<file path="config.mk">
export PLATFORM = sky130hd
export DESIGN_NAME = murmur3_4byte_hasher
export DESIGN_NICKNAME = d
export VERILOG_FILES = /design/src/rtl/murmur3_4byte_hasher.sv
export SDC_FILE = /design/constraint.sdc
export NUM_CORES = 2
export LEC_CHECK = 0
export BUFFER_PORTS_ARGS = -buffer_cell sky130_fd_sc_hd__buf_4
export CORE_UTILIZATION = 55
export CTS_CLUSTER_DIAMETER = 40
export DETAILED_ROUTE_END_ITERATION = 6
export PLACE_DENSITY = 0.73
export SLEW_MARGIN = 40
export SYNTH_ARGS = -nofsm -noshare
export SYNTH_HDL_FRONTEND = slang
export SYNTH_SLANG_ARGS = --single-unit
</file>
<file path="constraint.sdc">
create_clock -name clk -period 25.5 [get_ports clk]
set_clock_uncertainty 0.05 [all_clocks]
set_input_delay 2.55 -clock clk [delete_from_list [all_inputs] [get_ports clk]]
set_output_delay 2.55 -clock clk [all_outputs]
set_load 0.05 [all_outputs]
</file>
<file path="src/rtl/murmur3_4byte_hasher.sv">
// -----------------------------------------------------------------------------
// murmur3_4byte_hasher
//
// Three-stage pipelined MurmurHash3_x86_32 core for a single 4-byte block.
// One packed k-mer word is hashed under a 32-bit seed each clock; the
// resulting signature appears after three register stages, with no
// backpressure. The k-mer word is used directly as the block word k.
//
// Ports:
//   clk        rising-edge clock
//   rst_n      asynchronous active-low reset (clears valid and data regs)
//   in_valid   seed/kmer are valid this cycle
//   seed       hash seed (initial h)
//   kmer       packed k-mer, block word k
//   out_valid  signature is valid this cycle
//   signature  MurmurHash3_x86_32 result, held while out_valid is low
// -----------------------------------------------------------------------------
module murmur3_4byte_hasher #(
   parameter int HASHER_DATA_BITS = 32
) (
   input  logic                        clk,
   input  logic                        rst_n,
   input  logic                        in_valid,
   input  logic [HASHER_DATA_BITS-1:0] seed,
   input  logic [HASHER_DATA_BITS-1:0] kmer,
   output logic                        out_valid,
   output logic [HASHER_DATA_BITS-1:0] signature
);

   // The mixing constants and rotate amounts are defined only for 32-bit words.
   if (HASHER_DATA_BITS != 32) begin : g_width_check
      $error("murmur3_4byte_hasher: HASHER_DATA_BITS must be 32");
   end

   localparam logic [31:0] C1      = 32'hcc9e2d51;
   localparam logic [31:0] C2      = 32'h1b873593;
   localparam logic [31:0] N_ADD   = 32'he6546b64;
   localparam logic [31:0] M1      = 32'h85ebca6b;
   localparam logic [31:0] M2      = 32'hc2b2ae35;
   localparam logic [31:0] LEN     = 32'd4;

   // Block scramble: k1 = rotl(k*C1, 15) * C2
   function automatic logic [31:0] mix_k1(input logic [31:0] k);
      logic [31:0] t;
      t = k * C1;
      t = {t[16:0], t[31:17]};
      return t * C2;
   endfunction

   // Block merge into h plus length finalisation: rotl(h^k1,13)*5+N, then ^len
   function automatic logic [31:0] mix_h(input logic [31:0] h_in,
                                         input logic [31:0] k1);
      logic [31:0] t;
      t = h_in ^ k1;
      t = {t[18:0], t[31:19]};
      t = (t * 32'd5) + N_ADD;
      return t ^ LEN;
   endfunction

   // Final avalanche
   function automatic logic [31:0] fmix32(input logic [31:0] h_in);
      logic [31:0] t;
      t = h_in ^ (h_in >> 16);
      t = t * M1;
      t = t ^ (t >> 13);
      t = t * M2;
      return t ^ (t >> 16);
   endfunction

   logic        vld_p0;
   logic [31:0] k1_p0;
   logic [31:0] seed_p0;
   logic        vld_p1;
   logic [31:0] h_p1;
   logic        vld_p2;
   logic [31:0] sig_p2;

   // Stage 0: block scramble, seed carried alongside
   always_ff @(posedge clk or negedge rst_n) begin
      if (!rst_n) begin
         vld_p0  <= 1'b0;
         k1_p0   <= '0;
         seed_p0 <= '0;
      end else begin
         vld_p0 <= in_valid;
         if (in_valid) begin
            k1_p0   <= mix_k1(kmer);
            seed_p0 <= seed;
         end
      end
   end

   // Stage 1: merge with seed and fold in length
   always_ff @(posedge clk or negedge rst_n) begin
      if (!rst_n) begin
         vld_p1 <= 1'b0;
         h_p1   <= '0;
      end else begin
         vld_p1 <= vld_p0;
         if (vld_p0) begin
            h_p1 <= mix_h(seed_p0, k1_p0);
         end
      end
   end

   // Stage 2: fmix32, registered output
   always_ff @(posedge clk or negedge rst_n) begin
      if (!rst_n) begin
         vld_p2 <= 1'b0;
         sig_p2 <= '0;
      end else begin
         vld_p2 <= vld_p1;
         if (vld_p1) begin
            sig_p2 <= fmix32(h_p1);
         end
      end
   end

   assign out_valid = vld_p2;
   assign signature = sig_p2;

endmodule

</file>
Yosys cells after proc, flatten, opt, wreduce, memory -nomap -nowiden. Cells that the tools add are included.

Flip-flop bits (word level): 131. Input bits: 67. Output and inout port bits: 33.

Add/sub/neg operators: 1. Multipliers: 5. Bitwise gates (word level): 5.

Operators by type and width (number): $mul A32 B31 Y32 const B (2); $xor A32 B16 Y32 (2); $add A32 B32 Y32 const B (1); $mul A32 B29 Y32 const B (1); $mul A32 B3 Y32 const B (1); $mul A32 B32 Y32 const B (1); $xor A32 B19 Y32 (1); $xor A32 B32 Y32 (1); $not A1 Y1 (1).

Logic depth before layout (Yosys ltp).
Depth after elaboration: 5. Depth in mapped cells: 56. Depth with buffers taken out: 55.

Least setup slack after synthesis. No wires, ideal clock.

Kind: input to register. Start point: input kmer[7]. End point: register k1_p0[27]. Setup time: 0.125 ns. Arrival time: 13.835 ns. Data required time: 25.325 ns. Path slack: 11.490 ns. Stages: 46. Path buffers: 1. Cells stage by stage: ha_1 > inv_1 > fa_1 > fa_1 > inv_1 > fa_1 > inv_1 > fa_1 > inv_1 > fa_1 > inv_1 > fa_1 > inv_1 > ha_1 > ha_1 > o21a_1 > o21a_1 > o41ai_1 > [10 not listed] > inv_1 > fa_1 > fa_1 > fa_1 > fa_1 > inv_1 > fa_1 > inv_1 > ha_1 > clkbuf_1 > a21o_1 > a21o_1 > a21oi_1 > o22ai_1 > or3_1 > a21oi_1 > xnor2_1 > mux2_2.

Cells in the longest elaborated chain, start to end: 2.

RTL lines: from (decl) (line 25) `input logic [HASHER_DATA_BITS-1:0] kmer,`; $mul A32 B31 Y32 (line 45) `t = k * C1;`; $mul A32 B29 Y32 (line 47) `return t * C2;`; to (signal assigned) (line 87) `k1_p0 <= mix_k1(kmer);`; to (decl) (line 71) `logic [31:0] k1_p0;`.

Every way passes these cells. A chain may end at the register's enable or synchronous reset.

Worst setup path after layout.
Start point: input kmer[0]. End point: register k1_p0[29].

The elaborated chain is that of the path after synthesis.

==> impl_results.md <==
- Max_slew headroom: 0.406
- DIE AREA: 75700 um^2
- RSZ-0062 raised after global routing: false
- Vias/cell: 5.27
- Fin nets: 5814
- Fmax: 66.6 MHz
- CP arrival: 15.35 ns
- Worst path most repeated cell: fa_1
- Most frequent cell after synthesis: inv_1
- Leading area contributor after synthesis: fa_1
- Post-synth top area share: 0.356
- Ports: 100
- Width of the die: 275 um
- Initial antenna violation count: 1
- Worst-path clk slew: 0.07 ns
- Die H: 275 um
- Setup Viol. Count Final: 0
- Worst setup EP type: register
- Max cap viols: 0
- Final hold vios: 0
- Std cell rows: 99
- CP startpoint kind: input port
- Highest net fanout along the worst path: 17
- Setup bufs post-CTS: 0
- Root Buffer: clkbuf_16
- Post-CTS Hold Buffers: 0
- Worst path max stage delay: 0.63 ns
- Hold WC Path Type: register to register
- Tmin final: 15.01 ns
- Predominant post-synthesis flop cell: dfrtp_1
- CTS resizes: 0
- DPL Wire Length: 86.9 mm
- Maximum clock path buffer count: 2
- Synthesized area: 41000 um^2
- Total global routing overflow: 0
- Drt first pass iters: 7
- Post-Route WL: 97.8 mm
- Setup TNS: 0 ns
- Clock Sinks: 131
- Layout cells sized above 1: 0.0661
- CTS tree: done
- Share of flip-flops with an asynchronous set or reset: 1.00
- Synth Register Bits: 131
- Minimum hold slack: 0.455 ns
- Result of the run: finished with violations
- First-pass GRT wire length: 158 mm
- CP Class: input port to register
- Post-synth EDFFs: 0
- Synth warn: 0
- Vias in the first global route: 29900
- Worst Tran Pin Value: 0.887 ns
- Core area: 73300 um^2
- Syn Inst Count: 4099
- Multi-input logic area: 33000 um^2
- Routed via count: 27300
- Worst-skew pair later-pin latency: 0.48 ns
- Final std cells w/o fill: 5184
- H-tree lvl count: 4
- Number of remaining DRC errors: 14
- Largest net degree at the start of global routing: 81
- Synth area leaders: fa_1 (36%), ha_1 (25%), inv_1 (12%), dfrtp_1 (8.0%), xnor2_1 (5.4%)
- Sequential fraction of the synthesis area: 0.0799
- Synthesis-to-layout area growth: 6.60%
- Register area: 3280 um^2
- CP required: 25.84 ns
- Final antenna-violating net count: 0
- Routed len/inst: 18.9 um
- Failing checks: design-rule violations
- Gpl congestion: 1.00
- DR iter-0 viols: 1405
- Syn_area_per_cell: 10.0 um^2
- All-layer global routing usage: 0.276
- Buffers on Ports: 99
- Final worst path period share: 0.589
- Crit-path slowest cell: ha_1
- Starting Density: 0.559
- Cell count after placement: 5151
- TritonCTS Buffers: 17
- Commonest cells post-synth: inv_1 (1273), ha_1 (807), fa_1 (729), xnor2_1 (251), dfrtp_1 (131)
- Fillers: 6332
- Post-Syn Nets: 5702
- Synth cell types: 74
- Max Slew Vio Count: 0
worst paths after layout:
check | from | to | slack, ns | cells after the start
max | kmer[0] | k1_p0[29] | 10.49 | 44
min | signature[18] | signature[18] | 0.46 | 1
max reg2reg | h_p1[19] | signature[31] | 10.82 | 51
max in group asynchronous | rst_n | vld_p1 | 22.12 | 2
min reg2reg | signature[18] | signature[18] | 0.46 | 1
min in group asynchronous | rst_n | signature[10] | 2.03 | 1
final cells by class:
class | instances | share of cell area
multi-input combinational | 2669 | 0.754
inverter | 1274 | 0.109
sequential | 131 | 0.0750
tap | 959 | 0.0274
timing repair buffer | 118 | 0.0205
clock buffer | 18 | 0.0100
clock inverter | 14 | 0.00378
antenna | 1 | 0.0000572
registers in the layout, indices dropped and copies added (netlist names):
signal	cells
signature	32
seed_p0	32
vld_p0	1
vld_p1	1
k1_p0	32
out_valid	1
h_p1	32
routing by layer:
metal	vias to the layer above	routed length [um]	track usage
met4	2	3020	0.0871
li1	12800	-	-
met1	13600	41600	0.360
met2	678	47500	0.468
met5	-	15	0
met3	175	5690	0.0454
stage by stage:
step | worst slack [ns] | util | cell area (um^2)
floorplan | 11.49 | - | 41000
global placement | 10.28 | 0.587 | 43000
detailed placement | 10.09 | 0.588 | 43100
CTS | 10.54 | 0.596 | 43700
global route | 9.64 | 0.596 | 43700
finish | 10.49 | 0.596 | 43700
cells in the final DEF, fill, tap and decap left out, types with 9 or more instances in the layout:
cell	n
a211oi_1	12
a21o_1	59
a21oi_1	128
and2_1	11
and3_1	13
buf_4	116
clkbuf_16	17
dfrtp_1	130
fa_1	729
ha_1	807
inv_1	1273
mux2_2	90
nand2_1	59
nand2b_1	9
nand3_1	23
nand4_1	9
nor2_1	102
nor2b_1	18
nor3_1	26
o21a_1	21
o21ai_0	54
o21bai_1	21
or2_2	10
xnor2_1	246
xor2_1	99
worst max-delay path, delay by kind of cell:
family                     cells  cell delay [ns]
adders and majority gates     18             7.53
and+or+nand+nor                4             0.58
AOI/OAI and AO/OA             13             4.07
buffers and inverters          9             0.63
cells by family after synthesis:
family	after synthesis	share of synthesized area
DFF	131	0.0799
and+or+nand+nor	309	0.0365
adders and majority gates	1536	0.602
AOI/OAI and AO/OA	370	0.0583
muxes	94	0.0257
buffers and inverters	1299	0.119
xor gates and xnor gates	360	0.0788
Power is left out: the tool's default activity adds up to more than one toggle a clock period on the data nets, which glitch-free logic cannot reach.
